$ cat config.mk
export PLATFORM = sky130hd
export DESIGN_NAME = uart_program_loader
export DESIGN_NICKNAME = d
export VERILOG_FILES = /design/src/rtl/uart_program_loader.sv
export SDC_FILE = /design/constraint.sdc
export NUM_CORES = 1
export LEC_CHECK = 0
export BUFFER_PORTS_ARGS = -buffer_cell sky130_fd_sc_hd__buf_2
export CORE_MARGIN = 1
export CORE_UTILIZATION = 45
export CTS_CLUSTER_DIAMETER = 200
export CTS_CLUSTER_SIZE = 20
export DETAILED_ROUTE_END_ITERATION = 8
export GPL_TIMING_DRIVEN = 0
export HOLD_SLACK_MARGIN = 0.06
export PLACE_DENSITY_LB_ADDON = 0.05
export SYNTH_ARGS = -nofsm -noshare
export SYNTH_HDL_FRONTEND = slang
export SYNTH_SLANG_ARGS = --single-unit
$ cat constraint.sdc
create_clock -name CLK -period 2.6 [get_ports CLK]
set_input_delay 0.13 -clock CLK [delete_from_list [all_inputs] [get_ports CLK]]
set_output_delay 0.13 -clock CLK [all_outputs]
set_load 0.01 [all_outputs]
$ cat src/rtl/uart_program_loader.sv
// Receives 8N1 bytes, pairs them high-then-low into 16-bit words, and writes WORDS words to instruction memory.
// wr_en pulses the cycle after the low byte's stop sample; load_done latches one cycle after the final write.
module uart_program_loader #(
    parameter int CLKS_PER_BIT = 868,
    parameter int WORDS        = 32
) (
    input  logic        CLK,
    input  logic        RST,
    input  logic        UART_TXD_IN,
    output logic        wr_en,
    output logic [4:0]  wr_addr,
    output logic [15:0] wr_data,
    output logic        load_done,
    output logic        frame_err
);

    localparam int BW = (CLKS_PER_BIT > 1) ? $clog2(CLKS_PER_BIT) : 1;
    localparam int CW = $clog2(WORDS + 1);
    localparam logic [BW-1:0] HALF_M1 = BW'(CLKS_PER_BIT / 2 - 1);
    localparam logic [BW-1:0] FULL_M1 = BW'(CLKS_PER_BIT - 1);
    localparam logic [CW-1:0] WORDS_C = CW'(WORDS);

    typedef enum logic [1:0] {IDLE, START, DATA, STOP} state_t;

    state_t         state_q;
    logic [BW-1:0]  baud_q;
    logic [2:0]     bit_idx_q;
    logic [7:0]     shift_q;
    logic           phase_q;
    logic [7:0]     hi_q;
    logic [CW-1:0]  wcnt_q;
    logic           rx_meta_q;
    logic           rx_s_q;
    logic           wr_en_q;
    logic [4:0]     wr_addr_q;
    logic [15:0]    wr_data_q;
    logic           load_done_q;
    logic           frame_err_q;

    always_ff @(posedge CLK) begin
        if (RST) begin
            rx_meta_q <= 1'b1;
            rx_s_q    <= 1'b1;
        end else begin
            rx_meta_q <= UART_TXD_IN;
            rx_s_q    <= rx_meta_q;
        end
    end

    always_ff @(posedge CLK) begin
        if (RST) begin
            state_q     <= IDLE;
            baud_q      <= '0;
            bit_idx_q   <= '0;
            shift_q     <= '0;
            phase_q     <= 1'b0;
            hi_q        <= '0;
            wcnt_q      <= '0;
            wr_en_q     <= 1'b0;
            wr_addr_q   <= '0;
            wr_data_q   <= '0;
            load_done_q <= 1'b0;
            frame_err_q <= 1'b0;
        end else begin
            wr_en_q     <= 1'b0;
            frame_err_q <= 1'b0;
            if (wr_en_q && wcnt_q == WORDS_C) begin
                load_done_q <= 1'b1;
            end
            // Once loaded the receiver is parked; this also kills any frame begun in the final write's cycle.
            if (load_done_q) begin
                state_q <= IDLE;
                baud_q  <= '0;
            end else begin
                case (state_q)
                    IDLE: begin
                        baud_q    <= '0;
                        bit_idx_q <= '0;
                        if (!rx_s_q) begin
                            state_q <= START;
                        end
                    end
                    START: begin
                        if (baud_q == HALF_M1) begin
                            baud_q    <= '0;
                            bit_idx_q <= '0;
                            state_q   <= rx_s_q ? IDLE : DATA;
                        end else begin
                            baud_q <= baud_q + 1'b1;
                        end
                    end
                    DATA: begin
                        if (baud_q == FULL_M1) begin
                            baud_q             <= '0;
                            shift_q[bit_idx_q] <= rx_s_q;
                            if (bit_idx_q == 3'd7) begin
                                state_q <= STOP;
                            end else begin
                                bit_idx_q <= bit_idx_q + 3'd1;
                            end
                        end else begin
                            baud_q <= baud_q + 1'b1;
                        end
                    end
                    STOP: begin
                        if (baud_q == FULL_M1) begin
                            baud_q  <= '0;
                            state_q <= IDLE;
                            // A bad stop bit drops the byte but leaves any pending high byte in place.
                            if (!rx_s_q) begin
                                frame_err_q <= 1'b1;
                            end else if (!phase_q) begin
                                hi_q    <= shift_q;
                                phase_q <= 1'b1;
                            end else begin
                                phase_q <= 1'b0;
                                if (wcnt_q != WORDS_C) begin
                                    wr_en_q   <= 1'b1;
                                    wr_addr_q <= 5'(wcnt_q);
                                    wr_data_q <= {hi_q, shift_q};
                                    wcnt_q    <= wcnt_q + 1'b1;
                                end
                            end
                        end else begin
                            baud_q <= baud_q + 1'b1;
                        end
                    end
                    default: state_q <= IDLE;
                endcase
            end
        end
    end

    assign wr_en     = wr_en_q;
    assign wr_addr   = wr_addr_q;
    assign wr_data   = wr_data_q;
    assign load_done = load_done_q;
    assign frame_err = frame_err_q;

endmodule

==> impl_metrics.ini <==
[status]
outcome = completed

[grt]
grt_max_degree = 11
grt_pass1_wl_mm = 9.91
grt_usage_pct = 19.9
grt_pass1_vias = 2116
grt_overflow = 0
antenna_found_initial = 0

[synthesis]
synth-seq-cells = 64
synth-async-reset-ratio_pct = 0
synthCells = 306
yosysSeqAreaShare_pct = 43.9
synth_cell_types = 44
syn_nets = 315
yosys.area.top_type = dfxtp_1
synth.cell_area_mm2 = 0.00292
yosysWarnings = 0
synth-edff-count = 0
ys.flop_type = dfxtp_1
synth.top_cell.area_share_pct = 43.9
avgSynthCellArea_um2 = 9.55
yosys-top-cells-area = dfxtp_1 44%, mux2i_1 11%, nand2b_1 9.4%

[timing]
period_share_pct = 85.6
rsz0062_at_grt = false
hold_viol = 0
setup_tns_ps = 0
worstMarginPinSlew_ps = 780
finalSetupViolCount = 0
fmax_mhz = 450
relSlewSlack_pct = 47.6
clock_skew_ps = 6.58
drv_slew = 0
fin_crit_ps = 2220

[power]
pwr-share-comb_pct = 2.2
switchingPower_uw = 388
p_leak_nw = 1.25
power_density_mw_per_mm2 = 585
ir_drop_v = 0.000368
seqPwrFrac_pct = 49.8
power_mw = 1.98
p_sw_share_pct = 19.7
intPower_mw = 1.59
power_frac_clock_pct = 48.0

[clock_network]
cts_resized = 0
hold_buffers = 1
cts_buffer_depth = 2
postCtsSetupBuffers = 0
clk_pin_slew_worst_paths_ps = 70
cts_buffers = 9
clock_latency_ps = 340
cts_tree = yes
cts-root-buf = clkbuf_8
h-tree-depth = 3
cts.sinks = 64

[cells_and_area]
register_area_mm2 = 0.00128
fin_area_mm2 = 0.00338
syn_to_final_growth_pct = 15.5
drive_gt1_share_pct = 15.2
final_cell_mix = 64 x dfxtp_1, 44 x nand2b_1, 32 x mux2i_1
final_nets = 353
fin_cells = 423
nFillCells = 578
final_common_cell = dfxtp_1
diodes = 0
multiInputGateArea_mm2 = 0.00153

[critical_path]
crit_path_max_fanout = 10
critical_path.endpoint = wr_data[10]$_SDFFE_PP0P_
regToRegSetupSlack_ps = 380
cpPeakStageDelay_ps = 410
worst_path_max_delay_cell = nor4_4
crit_required_ps = 2870
cp_cell_sequence = ha_1 > nand4bb_1 > nor4_4 > and3_1 > buf_6 > buf_8 > mux2i_1
rr_worst_depth = 7
crit_type = reg -> reg
crit_arrival_ps = 2490
rr_startpoint = baud_q[0]$_SDFF_PP0_
setup.worst_path.start_class = flip-flop
end_kind = flip-flop
r2r_end = wr_data[10]$_SDFFE_PP0P_
critPathLaunch = baud_q[0]$_SDFF_PP0_

[floorplanning]
die_width_um = 82.6
die_y_um = 82.6
core.rowCount = 28
die_area_mm2 = 0.00682
coreArea_mm2 = 0.00610
start_util_pct = 47.9
io_pins = 27

[placement]
placed_cells_incl_taps = 407
dp_hpwl_mm = 4.35
placed_cell_area_mm2 = 0.00315
port_buffers = 26
gp_congestion = 0.812

[drt]
first_iter_violations = 125
drtAntennaViolNets = 0
via_per_inst = 5.31
via_count = 2248
routed_wl_mm = 6.10
dr.pass1.iters = 4
drc = 0
wire_per_inst_um = 14.4

[worst_hold_path]
hold_depth = 3
hp-class = in -> reg

[job]
cap_violations = 0
sequential cells by signal, summed over array words and instances (netlist names), named ones only:
register and flops:
hi_q 8, wr_addr 5, shift_q 8, rx_meta_q 1
frame_err 1, wr_data 16, phase_q 1, wr_en 1
load_done 1, state_q 1, rx_s_q 1, baud_q 10
bit_idx_q 3, wcnt_q 6
synth_stat cells (2+ instances only):
| cell | count |
|---|---|
| dfxtp_1 | 64 |
| nand2b_1 | 44 |
| mux2i_1 | 32 |
| nor2_1 | 23 |
| a21oi_1 | 14 |
| clkbuf_1 | 14 |
| nand3_1 | 12 |
| nand4_1 | 10 |
| nand2_1 | 7 |
| xor2_1 | 7 |
| ha_1 | 6 |
| inv_1 | 6 |
| o21ai_0 | 5 |
| or2_2 | 5 |
| a311oi_1 | 4 |
| and4_1 | 4 |
| o31ai_1 | 4 |
| or4_1 | 4 |
| and3_1 | 3 |
| nand4b_1 | 3 |
| nor2b_1 | 3 |
| nor3_1 | 3 |
| nor4bb_1 | 3 |
| and2_1 | 2 |
| nor3b_1 | 2 |
| nor4_1 | 2 |
| o21ai_1 | 2 |
| xnor2_1 | 2 |
final cells by class:
type / count / area share, %
clock buffers: 12 / 4.60
repair buffers: 27 / 4.15
well taps: 75 / 2.78
clock inverters: 3 / 1.93
flip-flops and latches: 64 / 38.0
plain buffers: 18 / 2.59
inverters: 6 / 0.667
multi-input cells: 218 / 45.3
power groups by stage:
stage / Sequential [mW] / Clock (mW) / Combinational (mW)
CTS: 0.983 / 0.969 / 0.0433
global route: 0.983 / 1.02 / 0.0475
finish: 0.983 / 0.949 / 0.0430
detailed placement: 1.01 / 0 / 0.0421
floorplan: 1.01 / 0 / 0.0296
global placement: 1.01 / 0 / 0.0415
worst min-delay path by stage:
stage | startpoint | to | slack (ps)
floorplan | UART_TXD_IN | rx_meta_q$_SDFF_PP1_ | 230
global placement | UART_TXD_IN | rx_meta_q$_SDFF_PP1_ | 310
detailed placement | UART_TXD_IN | rx_meta_q$_SDFF_PP1_ | 320
CTS | RST | state_q[0]$_SDFFE_PP0P_ | 180
global route | RST | state_q[0]$_SDFFE_PP0P_ | 210
finish | RST | state_q[0]$_SDFFE_PP0P_ | 190
cells by family after synthesis:
family,Yosys count,synth area share (%)
buf+inv,24,3.77
flops,64,43.9
compound gates,33,6.90
fa+ha+maj,6,2.57
mux,33,11.3
simple gates,137,28.9
xor+xnor,9,2.70
routing by layer:
layer / global-route usage, % / vias to the layer above / wire [µm] / share of wire, %
li1: - / 1159 / - / -
met1: 24.5 / 1031 / 2940 / 48
met2: 32.0 / 49 / 2800 / 46
met3: 6.37 / 9 / 289 / 4.7
met4: 8.45 / 0 / 73 / 1.2
met5: 0 / - / 0 / 0
worst max-delay path, delay by kind of cell (launching register included):
family | cells | cell delay [ps]
simple gates | 3 | 960
flops | 1 | 390
buf+inv | 2 | 340
fa+ha+maj | 1 | 260
mux | 1 | 200
metrics by stage:
step / hold slack, ps / worst slack, ps / utilization, %
global placement: 313 / 429 / 51.6
floorplan: 234 / 740 / -
CTS: 180 / 364 / 55.4
finish: 192 / 376 / 55.4
global route: 213 / 199 / 55.4
detailed placement: 320 / 385 / 51.6
(Power assumes the default switching activity.)
